`src/rtl/par2ser_pkg.sv`:
```
// Shared types and frame sizing for the par2ser transmitter.
// Build option: PAR2SER_PARITY_EN appends an even-parity bit per frame.
package par2ser_pkg;

   typedef enum logic {
      IDLE  = 1'b0,
      SHIFT = 1'b1
   } state_t;

   function automatic int frame_len(input int w);
`ifdef PAR2SER_PARITY_EN
      return w + 1;
`else
      return w;
`endif
   endfunction

   // Holds 0..FRAME_LEN so the counter can run one past the last beat.
   function automatic int cnt_width(input int n);
      return $clog2(n + 1);
   endfunction

endpackage

```
`src/rtl/par2ser_bitcnt.sv`:
```
// Frame bit counter; clear wins over advance on the same cycle.
// Build option: PAR2SER_PARITY_EN (via N) sets the frame length.
module par2ser_bitcnt #(
   parameter int N  = 8,
   parameter int CW = 4
) (
   input  logic clk,
   input  logic rst_n,
   input  logic i_clr,
   input  logic i_adv,
   output logic o_is_last
);

   localparam logic [CW-1:0] LAST = CW'(N - 1);

   logic [CW-1:0] r_cnt;

   always_ff @(posedge clk or negedge rst_n) begin
      if (!rst_n) begin
         r_cnt <= '0;
      end else if (i_clr) begin
         r_cnt <= '0;
      end else if (i_adv) begin
         r_cnt <= r_cnt + 1'b1;
      end
   end

   assign o_is_last = (r_cnt == LAST);

endmodule

```
`src/rtl/par2ser_tx.sv`:
```
// Word-to-bit serialiser with valid/ready on both sides, MSB/LSB first.
// Build option: PAR2SER_PARITY_EN adds a trailing even-parity bit.
module par2ser_tx
   import par2ser_pkg::*;
#(
   parameter int WIDTH = 8
) (
   input  logic             clk,
   input  logic             rst_n,
   input  logic             in_valid,
   output logic             in_ready,
   input  logic [WIDTH-1:0] in_data,
   input  logic             msb_first,
   output logic             ser_valid,
   input  logic             ser_ready,
   output logic             ser_out,
   output logic             ser_last,
   output logic             busy
);

   localparam int FL = frame_len(WIDTH);
   localparam int CW = cnt_width(FL);

   state_t           r_state;
   state_t           w_next;
   logic [WIDTH-1:0] r_shadow;
   logic             r_dir;
   logic             w_last;
   logic             w_take;
   logic             w_beat;
   logic             w_bit;

   always_ff @(posedge clk or negedge rst_n) begin
      if (!rst_n) begin
         r_state <= IDLE;
      end else begin
         r_state <= w_next;
      end
   end

   // in_ready depends on ser_ready combinationally so frames chain with no bubble.
   always_comb begin
      w_next    = r_state;
      in_ready  = 1'b0;
      ser_valid = 1'b0;
      w_take    = 1'b0;
      w_beat    = 1'b0;
      unique case (r_state)
         IDLE: begin
            in_ready = 1'b1;
            w_take   = in_valid;
            if (in_valid) begin
               w_next = SHIFT;
            end
         end
         SHIFT: begin
            ser_valid = 1'b1;
            w_beat    = ser_ready;
            if (ser_ready && w_last) begin
               in_ready = 1'b1;
               w_take   = in_valid;
               if (!in_valid) begin
                  w_next = IDLE;
               end
            end
         end
         default: w_next = IDLE;
      endcase
   end

   always_ff @(posedge clk or negedge rst_n) begin
      if (!rst_n) begin
         r_shadow <= '0;
         r_dir    <= 1'b0;
      end else if (w_take) begin
         r_shadow <= in_data;
         r_dir    <= msb_first;
      end else if (w_beat) begin
         r_shadow <= r_dir ? (r_shadow << 1) : (r_shadow >> 1);
      end
   end

`ifdef PAR2SER_PARITY_EN
   logic r_par;

   always_ff @(posedge clk or negedge rst_n) begin
      if (!rst_n) begin
         r_par <= 1'b0;
      end else if (w_take) begin
         r_par <= ^in_data;
      end
   end

   assign w_bit = w_last ? r_par
                : (r_dir ? r_shadow[WIDTH-1] : r_shadow[0]);
`else
   assign w_bit = r_dir ? r_shadow[WIDTH-1] : r_shadow[0];
`endif

   par2ser_bitcnt #(
      .N  (FL),
      .CW (CW)
   ) u_bitcnt (
      .clk       (clk),
      .rst_n     (rst_n),
      .i_clr     (w_take),
      .i_adv     (w_beat),
      .o_is_last (w_last)
   );

   assign ser_out  = ser_valid & w_bit;
   assign ser_last = ser_valid & w_last;
   assign busy     = (r_state == SHIFT);

endmodule

```
`config.mk`:
```
export PLATFORM = sky130hd
export DESIGN_NAME = par2ser_tx
export DESIGN_NICKNAME = d
export VERILOG_FILES = /design/src/rtl/par2ser_pkg.sv /design/src/rtl/par2ser_bitcnt.sv /design/src/rtl/par2ser_tx.sv
export SDC_FILE = /design/constraint.sdc
export NUM_CORES = 1
export LEC_CHECK = 0
export CORE_MARGIN = 4
export CORE_UTILIZATION = 50
export DETAILED_ROUTE_END_ITERATION = 10
export DONT_BUFFER_PORTS = 1
export PLACE_DENSITY = 0.76
export SKIP_CTS_REPAIR_TIMING = 1
export SKIP_LAST_GASP = 1
export SLEW_MARGIN = 10
export SYNTH_ARGS = -nofsm -noshare
export SYNTH_HDL_FRONTEND = slang
export SYNTH_SLANG_ARGS = --single-unit
```
`constraint.sdc`:
```
create_clock -name clk -period 1.8 [get_ports clk]
set_input_delay 0.18 -clock clk [delete_from_list [all_inputs] [get_ports clk]]
set_output_delay 0.18 -clock clk [all_outputs]
set_load 0.02 [all_outputs]
```
==> results.sh <==
export IMPL_r2r_end="r_dir"
export IMPL_p_seq_share_pct=48.3
export IMPL_place_congestion=0.769
export IMPL_port_buffers=0
export IMPL_topRoutingLayerUsed="met4"
export IMPL_stdcell_area_um2=815
export IMPL_cts_num_sinks=14
export IMPL_overall_die_width_um=46.8
export IMPL_hp_class="in -> reg"
export IMPL_p_int_mw=0.783
export IMPL_post_detailed_route_drc_marker_count=0
export IMPL_final_min_clock_period_ns=1.60
export IMPL_switching_share_pct=35.5
export IMPL_viasPerCell=6.14
export IMPL_finalCritPeriodShare_pct=88.7
export IMPL_count_of_buffer_and_inverter_cells_on_the_critical_path=1
export IMPL_ctsHtreeMaxLevel=1
export IMPL_setup_viol_count_final=0
export IMPL_max_slew_worst_pin_slew_ns=0.634
export IMPL_post_synth_top_area_cell="sky130_fd_sc_hd__dfrtp_1"
export IMPL_worstPathMaxFanout=12
export IMPL_grt_first_pass_wirelength_um=2280
export IMPL_drtAntennaViolNets=0
export IMPL_critPathLaunchType="register"
export IMPL_gate_count_post_synth=73
export IMPL_tritoncts="yes"
export IMPL_ys_flop_type="sky130_fd_sc_hd__dfrtp_1"
export IMPL_critPathTopFamily="flip-flops"
export IMPL_clock_tree_skew_after_final_layout_ns=0.000999
export IMPL_clk_pin_slew_worst_paths_ns=0.09
export IMPL_path_class="reg -> reg"
export IMPL_hold_path_startpoint="in_valid"
export IMPL_finalWirelength_um=1410
export IMPL_crit_path_end="r_dir"
export IMPL_place_detailed_hpwl_um=1020
export IMPL_slowest_delay_ns=0.39
export IMPL_initial_core_util_pct=55.2
export IMPL_critical_path_cell_chain="ha_1 -> nand4b_1 -> a21boi_0 -> buf_4 -> mux2_2"
export IMPL_cp_depth=5
export IMPL_fillCellCount=136
export IMPL_die_height_um=46.8
export IMPL_fmax_mhz=626
export IMPL_synth_warning_count=0
export IMPL_area_delta_synth_final_pct=7.96
export IMPL_max_cap_violations=0
export IMPL_slew_limit_headroom_pct=57.6
export IMPL_regToRegSetupSlack_ns=0.20
export IMPL_clock_root_buffer="sky130_fd_sc_hd__clkbuf_4"
export IMPL_worst_r2r_path_depth=5
export IMPL_crit_arrival_ns=1.76
export IMPL_antenna_found_initial=0
export IMPL_num_antenna_cells=0
export IMPL_globalRoute_totalOverflow=0
export IMPL_holdPathStages=1
export IMPL_drive_above_1_share_pct=13.0
export IMPL_post_synth_most_frequent_cells="sky130_fd_sc_hd__dfrtp_1, sky130_fd_sc_hd__mux2i_1, sky130_fd_sc_hd__inv_1"
export IMPL_cts_buffers_inserted=3
export IMPL_power_density_nw_per_um2=1490
export IMPL_synth_edf_count=0
export IMPL_detailroute_via_count=565
export IMPL_rows=13
export IMPL_grt_pass1_vias=530
export IMPL_route_detailed_wl_per_inst_um=15.3
export IMPL_hold_slack_ns=0.0149
export IMPL_yosys_area_top_type_share_pct=46.4
export IMPL_grt_max_degree=15
export IMPL_detailroute_wirelength_met2_um=644
export IMPL_peakVddDrop_mv=0.693
export IMPL_critical_path_startpoint="u_bitcnt.r_cnt[0]"
export IMPL_p_leak_nw=0.372
export IMPL_crit_required_ns=1.96
export IMPL_track_usage_pct=14.5
export IMPL_synthMostInstantiatedCell="sky130_fd_sc_hd__dfrtp_1"
export IMPL_syn_area_um2=754
export IMPL_fp_dieArea_um2=2190
export IMPL_timing_rr_start="u_bitcnt.r_cnt[0]"
export IMPL_asyncSetResetFlopFracSynth_pct=100
export IMPL_syn_nets=87
export IMPL_final_nets=92
export IMPL_outcome="complete, no violations"
export IMPL_design_portCount=18
export IMPL_drt_iter0_markers=14
export IMPL_ys_ff_latch=14
export IMPL_combPwrFrac_pct=33.3
export IMPL_met3_wirelength_um=108
export IMPL_crit_path_end_kind="register"
export IMPL_post_synth_main_area_contributors="sky130_fd_sc_hd__dfrtp_1, sky130_fd_sc_hd__mux2i_1, sky130_fd_sc_hd__a221oi_1"
export IMPL_drt_pass1_iter_count=4
export IMPL_synthesis_area_per_instance_um2=10.3
export IMPL_clkLatencyLatePin_ns=0.27
export IMPL_netlist_cell_type_count=22
export IMPL_report_final_slew_viol_count=0
export IMPL_setup_tns_ns=0
export IMPL_switching_power_mw=0.431
export IMPL_coreArea_um2=1370
export IMPL_slowest_stage="sky130_fd_sc_hd__dfrtp_1"
export IMPL_clock_power_share_pct=18.4
export IMPL_cts_max_path_buffers=2
export IMPL_synth_seq_area_share_pct=46.4
export IMPL_hold_violations=0
export IMPL_routedLengthMet1_um=639
export IMPL_dpl_instance_area_um2=768
export IMPL_rsz0062_at_grt="no"
how the worst min path moves through the flow:
stage	to
floorplan	busy
global placement	busy
detailed placement	busy
CTS	r_shadow[4]
global route	busy
finish	busy
logic make-up after synthesis:
family	synth area share, %
compound gates	15.6
fa+ha+maj	1.66
buf+inv	6.14
flops	46.4
mux	15.1
simple gates	15.1
power by group through the flow:
stage	clock (mW)	sequential [mW]	combinational, mW
floorplan	0	0.524	0.393
global placement	0	0.587	0.390
detailed placement	0	0.591	0.398
CTS	0.229	0.584	0.399
global route	0.244	0.605	0.453
finish	0.223	0.587	0.404
through the flow:
step                      cells  worst slack [ns]  total power, mW  util (%)
after floorplan              73             0.292            0.917         -
after global placement       87             0.266            0.977      56.2
after detailed placement     87             0.205            0.989      56.2
after CTS                    91             0.199             1.21      58.9
after global routing         92            0.0700             1.30      59.6
final                        92             0.203             1.21      59.6
state kept, by name, summed over array words and instances, names as in the netlist:
| name | count |
|---|---|
| u_bitcnt.r_cnt | 4 |
| busy | 1 |
| r_dir | 1 |
| r_shadow | 8 |
layout by cell type (no fill, tap or decap):
| cell type | count |
|---|---|
| sky130_fd_sc_hd__dfrtp_1 | 14 |
| sky130_fd_sc_hd__mux2i_1 | 8 |
| sky130_fd_sc_hd__inv_1 | 7 |
| sky130_fd_sc_hd__nor2_1 | 6 |
| sky130_fd_sc_hd__a221oi_1 | 6 |
| sky130_fd_sc_hd__nand2_1 | 4 |
| sky130_fd_sc_hd__nor2b_1 | 3 |
| sky130_fd_sc_hd__mux2_2 | 3 |
| sky130_fd_sc_hd__o21ai_0 | 3 |
| sky130_fd_sc_hd__and2_1 | 3 |
| sky130_fd_sc_hd__clkbuf_4 | 3 |
| sky130_fd_sc_hd__a221o_1 | 2 |
| sky130_fd_sc_hd__or3_1 | 2 |
| sky130_fd_sc_hd__a21oi_1 | 2 |
| sky130_fd_sc_hd__buf_4 | 2 |
| sky130_fd_sc_hd__and3_1 | 1 |
| sky130_fd_sc_hd__nand4b_1 | 1 |
| sky130_fd_sc_hd__nand2b_1 | 1 |
| sky130_fd_sc_hd__a21boi_0 | 1 |
| sky130_fd_sc_hd__a31oi_2 | 1 |
| sky130_fd_sc_hd__nand3_1 | 1 |
| sky130_fd_sc_hd__ha_1 | 1 |
| sky130_fd_sc_hd__clkbuf_8 | 1 |
| sky130_fd_sc_hd__dlygate4sd3_1 | 1 |
area by class of cell:
| cell class | count | area [um^2] | share of cell area, % |
|---|---|---|---|
| inverter | 7 | 26.3 | 3.23 |
| clock buffer | 4 | 36.3 | 4.45 |
| timing repair buffer | 3 | 25.0 | 3.07 |
| tap | 15 | 18.8 | 2.30 |
| multi-input combinational | 49 | 358 | 43.9 |
| sequential | 14 | 350 | 43.0 |
routing by layer:
metal / GRT usage (%) / up-vias
met4: 4.97 / 0
met5: 0 / -
li1: - / 269
met1: 19.7 / 277
met3: 4.21 / 2
met2: 22.0 / 17
Note: power is estimated with default switching activity, not from simulation.
